==> config.mk <==
export PLATFORM = sky130hd
export DESIGN_NAME = ras_predictor
export DESIGN_NICKNAME = d
export VERILOG_FILES = /design/src/rtl/ras_predictor.sv
export SDC_FILE = /design/constraint.sdc
export NUM_CORES = 1
export LEC_CHECK = 0
export ABC_CLOCK_PERIOD_IN_PS = 5700
export BUFFER_PORTS_ARGS = -buffer_cell sky130_fd_sc_hd__buf_2
export CORE_AREA = 2 2 149 151
export DETAILED_ROUTE_END_ITERATION = 10
export DIE_AREA = 0 0 151 153
export PLACE_DENSITY = 0.78
export SLEW_MARGIN = 40
export SYNTH_ARGS = -nofsm -noshare
export SYNTH_HDL_FRONTEND = slang
export SYNTH_SLANG_ARGS = --single-unit
==> constraint.sdc <==
create_clock -name clk -period 5.7 [get_ports clk]
set_input_delay 1.14 -clock clk [delete_from_list [all_inputs] [get_ports clk]]
set_output_delay 1.14 -clock clk [all_outputs]
set_load 0.005 [all_outputs]
==> src/rtl/ras_predictor.sv <==
// Return address stack predictor: pushes link addresses on RV32I calls, pops them on returns.
// Define RAS_STATS_EN to enable the saturating overflow/underflow event counters.
module ras_predictor #(
   parameter int DEPTH = 8,
   parameter int CNT_W = 16
) (
   input  logic             clk,
   input  logic             rst_n,
   input  logic             fetch_valid,
   input  logic [31:0]      fetch_inst,
   input  logic [31:0]      fetch_PC,
   input  logic             squash,
   output logic             pred_valid,
   output logic [31:0]      pred_target,
   output logic             ras_empty,
   output logic             ras_full,
   output logic [CNT_W-1:0] ovf_cnt,
   output logic [CNT_W-1:0] unf_cnt
);

   localparam int PW = $clog2(DEPTH);
   localparam int CW = PW + 1;
   localparam logic [PW-1:0] PTR_ONE = PW'(1);
   localparam logic [CW-1:0] CNT_ONE = CW'(1);
   localparam logic [CW-1:0] CNT_MAX = CW'(DEPTH);

   localparam logic [6:0] OP_JAL  = 7'b1101111;
   localparam logic [6:0] OP_JALR = 7'b1100111;

   logic [31:0]   stack_q [DEPTH];
   logic [PW-1:0] ptr_q, ptr_d;
   logic [CW-1:0] cnt_q, cnt_d;
   logic          pred_valid_q, pred_valid_d;
   logic [31:0]   pred_target_q, pred_target_d;

   logic          wr_en;
   logic [PW-1:0] wr_idx;
   logic [31:0]   wr_data;
   logic [PW-1:0] top_idx;

   logic [6:0]    opcode;
   logic [4:0]    rd;
   logic [4:0]    rs1;
   logic          is_jal, is_jalr, rd_link, rs1_link;
   logic          push_only, pop_only, replace;
   logic          unused_inst_bits;

   assign opcode   = fetch_inst[6:0];
   assign rd       = fetch_inst[11:7];
   assign rs1      = fetch_inst[19:15];
   assign unused_inst_bits = ^{fetch_inst[31:20], fetch_inst[14:12]};

   assign is_jal   = (opcode == OP_JAL);
   assign is_jalr  = (opcode == OP_JALR);
   assign rd_link  = (rd == 5'd1) || (rd == 5'd5);
   assign rs1_link = (rs1 == 5'd1) || (rs1 == 5'd5);

   // Operations are mutually exclusive and already qualified by valid fetch and no squash.
   assign replace   = fetch_valid && !squash && is_jalr && rd_link && rs1_link && (rd != rs1);
   assign push_only = fetch_valid && !squash && (is_jal || is_jalr) && rd_link && !replace;
   assign pop_only  = fetch_valid && !squash && is_jalr && rs1_link && !rd_link;

   assign top_idx   = ptr_q - PTR_ONE;
   assign ras_empty = (cnt_q == '0);
   assign ras_full  = (cnt_q == CNT_MAX);

   always_comb begin
      ptr_d         = ptr_q;
      cnt_d         = cnt_q;
      pred_valid_d  = 1'b0;
      pred_target_d = pred_target_q;
      wr_en         = 1'b0;
      wr_idx        = ptr_q;
      wr_data       = fetch_PC + 32'd4;

      if (squash) begin
         ptr_d = '0;
         cnt_d = '0;
      end else if (replace) begin
         wr_en = 1'b1;
         if (!ras_empty) begin
            wr_idx        = top_idx;
            pred_valid_d  = 1'b1;
            pred_target_d = stack_q[top_idx];
         end else begin
            ptr_d = ptr_q + PTR_ONE;
            cnt_d = CNT_ONE;
         end
      end else if (push_only) begin
         wr_en = 1'b1;
         ptr_d = ptr_q + PTR_ONE;
         if (!ras_full) cnt_d = cnt_q + CNT_ONE;
      end else if (pop_only && !ras_empty) begin
         pred_valid_d  = 1'b1;
         pred_target_d = stack_q[top_idx];
         ptr_d         = top_idx;
         cnt_d         = cnt_q - CNT_ONE;
      end
   end

   always_ff @(posedge clk or negedge rst_n) begin
      if (!rst_n) begin
         ptr_q         <= '0;
         cnt_q         <= '0;
         pred_valid_q  <= 1'b0;
         pred_target_q <= '0;
      end else begin
         ptr_q         <= ptr_d;
         cnt_q         <= cnt_d;
         pred_valid_q  <= pred_valid_d;
         pred_target_q <= pred_target_d;
      end
   end

   // Entry storage carries no reset; the count alone decides which entries are live.
   always_ff @(posedge clk) begin
      if (wr_en) stack_q[wr_idx] <= wr_data;
   end

   assign pred_valid  = pred_valid_q;
   assign pred_target = pred_target_q;

`ifdef RAS_STATS_EN
   logic [CNT_W-1:0] ovf_cnt_q, ovf_cnt_d;
   logic [CNT_W-1:0] unf_cnt_q, unf_cnt_d;
   logic             ovf_evt, unf_evt;

   assign ovf_evt = push_only && ras_full;
   assign unf_evt = (pop_only || replace) && ras_empty;

   always_comb begin
      ovf_cnt_d = ovf_cnt_q;
      unf_cnt_d = unf_cnt_q;
      if (ovf_evt && (ovf_cnt_q != '1)) ovf_cnt_d = ovf_cnt_q + CNT_W'(1);
      if (unf_evt && (unf_cnt_q != '1)) unf_cnt_d = unf_cnt_q + CNT_W'(1);
   end

   always_ff @(posedge clk or negedge rst_n) begin
      if (!rst_n) begin
         ovf_cnt_q <= '0;
         unf_cnt_q <= '0;
      end else begin
         ovf_cnt_q <= ovf_cnt_d;
         unf_cnt_q <= unf_cnt_d;
      end
   end

   assign ovf_cnt = ovf_cnt_q;
   assign unf_cnt = unf_cnt_q;
`else
   assign ovf_cnt = '0;
   assign unf_cnt = '0;
`endif

endmodule

# ---- Word level (Yosys, flattened, before mapping)
# Memories as Yosys holds them, arrays and structs flattened.
# Index checks and enable logic that the tools add are counted.
dict set report word_totals {
  regBits 40
  ram_bits 256
  in_bits 68
  elab_cells 75
  memories 1
}
dict set report classes {
  n_addsub 5
  eq_ne 12
  n_mux 28
  n_bitwise 1
  reduce_logical 24
}
# memory depth width rd rd_clocked_by_memory_dff wr line
set mem_list {}
lappend mem_list {stack_q 8 32 1 0 1 30} ;# logic [31:0] stack_q [DEPTH];
# cell count
set op_table {}
lappend op_table {{32-bit 2-to-1 mux} 4}
lappend op_table {{32-bit by 3-bit adder with 32-bit output (second input constant)} 1}
lappend op_table {{3-bit 2-to-1 mux} 8}
lappend op_table {{4-bit 2-to-1 mux} 6}
lappend op_table {{7-bit equality test (second input constant)} 2}
lappend op_table {{1-bit logical AND} 11}
lappend op_table {{5-bit by 1-bit equality test with 1-bit output (second input constant)} 2}
lappend op_table {{5-bit by 3-bit equality test with 1-bit output (second input constant)} 2}
lappend op_table {{1-bit 2-to-1 mux} 10}
lappend op_table {{5-bit inequality test} 1}
lappend op_table {{4-bit by 1-bit adder with 4-bit output (second input constant)} 1}
lappend op_table {{4-bit equality test (second input constant)} 1}
lappend op_table {{1-bit logical NOT} 4}
lappend op_table {{4-bit logical NOT} 1}
lappend op_table {{4-bit by 3-bit inequality test with 1-bit output (second input constant)} 1}
lappend op_table {{4-bit AND reduction} 1}
lappend op_table {{4-bit nonzero test} 1}
lappend op_table {{4-bit by 1-bit subtractor with 4-bit output (second input constant)} 1}
lappend op_table {{3-bit by 1-bit adder with 3-bit output (second input constant)} 1}
lappend op_table {{1-bit logical OR} 3}
lappend op_table {{3-bit inequality test (second input constant)} 1}
lappend op_table {{3-bit AND reduction} 1}
lappend op_table {{3-bit by 1-bit subtractor with 3-bit output (second input constant)} 1}
lappend op_table {{2-bit by 1-bit inequality test with 1-bit output (second input constant)} 1}
lappend op_table {{other kinds (4)} 4}

# ---- Depth between registers and ports, before layout
dict set report depth {
  word_depth 13
  ltp_mapped 10
  ltp_nobuf 10
}

# ---- Worst setup path after synthesis
# OpenSTA, ideal clock, no wires.
dict set report synth_timing {
  path_kind {input port to flip-flop}
  start {input port fetch_inst[8]}
  end {memory stack_q[0][0], enable pin}
  t_arrival_ps 3948
  path_slack_ps 1321
  path_stages 5
  path_buffers 2
  cell_sequence {or4b_4 -> buf_6 -> or2_2 -> clkbuf_1 -> a21oi_1}
}
dict set report synth_via {
  elab_chain_len 12
}
# item line
set synth_lines {}
lappend synth_lines {{start: declaration} 10} ;# input logic [31:0] fetch_inst,
lappend synth_lines {{5-bit by 1-bit equality test with 1-bit output / 5-bit by 3-bit equality test with 1-bit output (equally long branches)} 55} ;# assign rd_link = (rd == 5'd1) || (rd == 5'd5);
lappend synth_lines {{1-bit logical OR} 55}
lappend synth_lines {{1-bit logical AND (3 in a row)} 59} ;# assign replace = fetch_valid && !squash && is_jalr && rd_link && rs1_link && (rd != rs1);
lappend synth_lines {{1-bit logical NOT} 60} ;# assign push_only = fetch_valid && !squash && (is_jal || is_jalr) && rd_link && !replace;
lappend synth_lines {{1-bit logical AND} 60}
lappend synth_lines {{1-bit 2-to-1 mux} 89} ;# end else if (push_only) begin
lappend synth_lines {{1-bit 2-to-1 mux} 79} ;# end else if (replace) begin
lappend synth_lines {{1-bit 2-to-1 mux} 76} ;# if (squash) begin
lappend synth_lines {{1-bit 2-to-1 mux} 117} ;# if (wr_en) stack_q[wr_idx] <= wr_data;
lappend synth_lines {{1-bit 2-to-1 mux (not written as such)} 117}
lappend synth_lines {{end: declaration} 30}
# Several ways; a longest one is shown, not always the timed one.

# ---- Worst setup path after layout
dict set report layout_timing {
  start {input port fetch_inst[16]}
  end {memory stack_q[6][13], enable pin}
}
dict set report layout_via {
  elab_chain_len 11
}
# item line
set layout_lines {}
lappend layout_lines {{5-bit by 1-bit equality test with 1-bit output / 5-bit by 3-bit equality test with 1-bit output (equally long branches)} 56} ;# assign rs1_link = (rs1 == 5'd1) || (rs1 == 5'd5);
lappend layout_lines {{1-bit logical OR} 56}
lappend layout_lines {{1-bit logical AND} 59}
lappend layout_lines {{1-bit logical AND (*)} 59}
lappend layout_lines {{1-bit logical NOT} 60}
lappend layout_lines {{1-bit logical AND} 60}
lappend layout_lines {{1-bit 2-to-1 mux} 89}
lappend layout_lines {{1-bit 2-to-1 mux} 79}
lappend layout_lines {{1-bit 2-to-1 mux} 76}
lappend layout_lines {{1-bit 2-to-1 mux} 117}
lappend layout_lines {{1-bit 2-to-1 mux (not written as such)} 117}
# Mark *: on every way between the ends. The rest lies on a longest branch, timed or not.

==> results.txt <==
----------------------------------------------------
[Setup path]
  Largest delay share family, worst path ... compound AO/OA/AOI/OAI gates
  Endpoint of the most critical register-to-register path ... stack_q[4][22]
  Worst reg2reg path startpoint ... ptr_q[0]
  Register-to-Register Setup Slack ... around 2.5 ns
  Cell with the most instances on the worst path ... nand3_1
  Critical Path Max Stage Delay ... ~0.70 ns
  Crit Path Category ... primary input to flop
  Reg2reg path depth ... 8
  Critical path launch point type ... primary input
  Sort of element at the end of the critical path ... flop
  CP max-delay cell ... a21oi_4
  Critical Path RT ... 5.94 ns
  Largest fanout of any net on the critical path ... 18
  Cell chain of the critical path ... buf_2 > nor4b_1 > nand3_1 > a21oi_1 > nand3_1 > a21oi_4 > buf_4
  Arrival time of the worst setup path ... 3.86 ns
  Crit path buffers/inverters ... 2

[Global routing]
  Overall global routing resource usage ... 22.1%
  Maximum number of pins on one net before global-route repair ... between 50 and 60
  GRT Max-Usage Layer ... met2
  Grt met1 use ... a little under a third
  Met3 track demand over resource in global routing ... 3.40%
  Initial antenna violation count ... 0
  Wire length of the first global-routing pass ... ~38 mm
  Vias in the first global route ... roughly 6.8k
  Global-route track usage on met2 ... roughly 36%
  Total global routing overflow ... 0

[CTS]
  Clock sink total ... around 300
  CTS Buf Count ... 29
  Buffer depth of the longest clock path ... 3
  Count of cells resized by post-cts repair ... 0
  H-Tree Level Count ... 1
  Clock slew seen by the registers of the worst setup and hold paths ... roughly 0.060 ns
  Root Driver ... clkbuf_16
  Latest clock arrival within the worst-skew pair ... roughly 0.54 ns
  TritonCTS clock tree ... yes
  Quantity of hold-fixing buffers added after cts ... 0
  Post-CTS repair timing setup buffer count ... 0

[Outcome]
  Run status ... complete, no violations

[Logic synthesis]
  Number of cells produced by synthesis ... between 600 and 700
  Seq cells post-synth ... 296
  Number of synthesized flops with an enable pin ... 256
  Number of distinct library cell variants in the gate-level netlist after synthesis ... 46
  Portion of synthesized cell area occupied by the leading cell type ... between 60% and 70%
  Leading cell types by total area after synthesis ... edfxtp_1 (62%), mux4_2 (12%), dfrtp_1 (8.1%), mux2i_1 (2.6%), xnor2_1 (2.4%)
  Average cell area after synthesis ... between 15 and 20 sq um
  Summed instance area of the synthesized netlist ... 0.0123 sq mm
  Synth top cells by count ... edfxtp_1 (256), mux4_2 (64), nand2_1 (52)
  Top cell type by total area after synthesis ... edfxtp_1
  Fraction of registers with async set or reset after synthesis ... around 14%
  Leading register cell type out of synthesis ... edfxtp_1
  Library cell with the highest instance count after synthesis ... edfxtp_1
  Seq/Total Area, Yosys ... around 71%
  Count of synthesis-stage warnings from yosys ... 0

[Worst hold path]
  Hold EP ... pred_target[6]
  Origin of the worst min-delay path ... pred_target[6]
  Type of the tightest min-delay check ... flop to flop
  Cell depth of the worst min-delay path ... 2

[Final layout]
  Layout cell share with drive strength beyond 1 ... roughly 28%
  Count of inserted antenna diode cells ... 0
  Layout fillers ... about 1.4k
  # nets final ... approximately 900
  Storage element area ... slightly below 0.009 sq mm
  Area of the multi-input gates ... between 0.003 and 0.004 sq mm
  Synthesis-to-layout area growth ... 13.8%

[Timing]
  Relative slew slack ... around 44%
  Count of endpoints failing setup in the final report ... 0
  RSZ-0062 raised after global routing ... no
  Post-Route Skew ... a little under 0.01 ns
  Peak Freq ... roughly 0.28 GHz
  Slew at the pin closest to its max-slew limit ... 0.838 ns
  Minimum clock period ... about 3.6 ns
  Setup_tns ... 0 ns
  Number of hold-slack violations in the final timing report ... 0
  Count of pins over their slew limit ... 0
  Final cycle utilization of the critical path ... a little under two thirds

[Die]
  Placement Rows ... 54
  Die span in y ... between 150 and 200 microns
  Die area ... between 0.02 and 0.025 sq mm
  Starting Density ... ~57%
  Chip width ... 151 microns
  Core region area ... roughly 0.021 sq mm
  Ports ... about 140

[Drt]
  Routed vias ... approximately 6.6k
  Detailed-route wire length ... between 20 and 25 mm
  Average vias per placed instance ... ~6
  Drt wl/cell ... 22.5 microns
  Final ANT Viol Nets ... 0
  Detailed router's first-iteration violation count ... between 600 and 700
  DRC violations left ... 0
  First-pass detailed-route iteration total ... 5

[Pwr]
  Maximum resistive drop on vdd ... about 0.25 mV
  Internal power consumption ... roughly 3.5 mW
  Switching power as a share of total power ... roughly 20%
  Portion of total power attributed to the clock network ... a little over two fifths
  Proportion of power drawn by combinational gates ... under 10%
  Power density normalized to cell area ... about 310 mW/mm^2
  Power share of the sequential group ... 55.0%
  Total power ... ~4.3 mW
  Psw ... 0.858 mW
  Static Leakage ... about 5.1 nW

[Placement]
  Gpl congestion ... 0.761
  Port bufs ... 87
  Detailed Place HPWL ... 14.4 mm

[Run]
  Number of max-capacitance violations reported ... 0

----------------------------------------------------
==> sequential cells by signal (all words and copies together), names as in the netlist <==
register     cells
cnt_q            4
pred_valid       1
ptr_q            3
pred_target     32
stack_q        256
==> worst max-delay path by stage <==
stage,start,end,slack (ns),cells after the start
after global placement,fetch_inst[16],stack_q[4][19],1.77,7
after floorplan,fetch_inst[8],stack_q[0][0],1.32,5
final,fetch_inst[16],stack_q[6][13],2.07,7
after global routing,fetch_inst[16],stack_q[6][19],1.99,7
after detailed placement,fetch_inst[16],stack_q[4][13],1.72,7
after CTS,fetch_inst[16],stack_q[4][13],2.09,7
==> cell usage in the layout (no fill, tap or decap), types with 29 or more instances in the layout <==
cell type,instances
o21ai_0,36
xnor2_1,34
dfrtp_1,39
conb_1,32
mux4_2,64
clkbuf_16,29
mux2i_1,32
buf_2,87
edfxtp_1,256
nand2_1,52
==> worst min-delay path, delay by kind of cell (launching register included) <==
kind,cells,cell delay [ns]
compound gates,1,0.06
simple gates,1,0.04
flops,1,0.33
==> power by group through the flow <==
| stage | combinational (mW) | clock [mW] | sequential, mW |
|---|---|---|---|
| floorplan | 0.0939 | 0 | 2.42 |
| global placement | 0.128 | 0 | 2.42 |
| detailed placement | 0.141 | 0 | 2.42 |
| CTS | 0.142 | 1.82 | 2.37 |
| global route | 0.161 | 1.90 | 2.37 |
| finish | 0.144 | 1.79 | 2.37 |
==> layer usage <==
| metal | vias to the layer above | share of wire [%] | wire length (microns) |
|---|---|---|---|
| met5 | - | 0 | 0 |
| met2 | 291 | 50 | 12400 |
| met3 | 45 | 6.8 | 1700 |
| met1 | 3399 | 41 | 10200 |
| li1 | 2874 | - | - |
| met4 | 0 | 2.5 | 622 |
==> through the flow <==
| stage | util, % | hold WS (ns) | worst slack [ns] | instance area, sq um | cells |
|---|---|---|---|---|---|
| finish | 65.2 | 0.472 | 2.07 | 14000 | 1106 |
| CTS | 64.9 | 0.479 | 2.09 | 13900 | 1103 |
| global placement | 60.7 | 0.458 | 1.77 | 13000 | 1049 |
| global route | 65.2 | 0.494 | 1.99 | 14000 | 1106 |
| floorplan | - | 0.473 | 1.32 | 12400 | 730 |
| detailed placement | 60.8 | 0.465 | 1.72 | 13100 | 1050 |
==> area by class of cell <==
class | count | share of cell area, %
Tap cell | 280 | 2.50
Sequential cell | 296 | 62.1
Inverter | 12 | 0.322
Multi-Input combinational cell | 358 | 24.2
Clock buffer | 37 | 5.47
Timing Repair Buffer | 107 | 4.50
Clock inverter | 16 | 0.902
==> kinds of logic after synthesis <==
group           synth area share (%)
other cells                   0.0305
fa+ha+maj                      0.671
compound gates                  2.67
xor+xnor                        2.84
mux                             14.6
flops                           70.6
simple gates                    5.11
buf+inv                         3.50
Power figures use the tool's default switching activity.
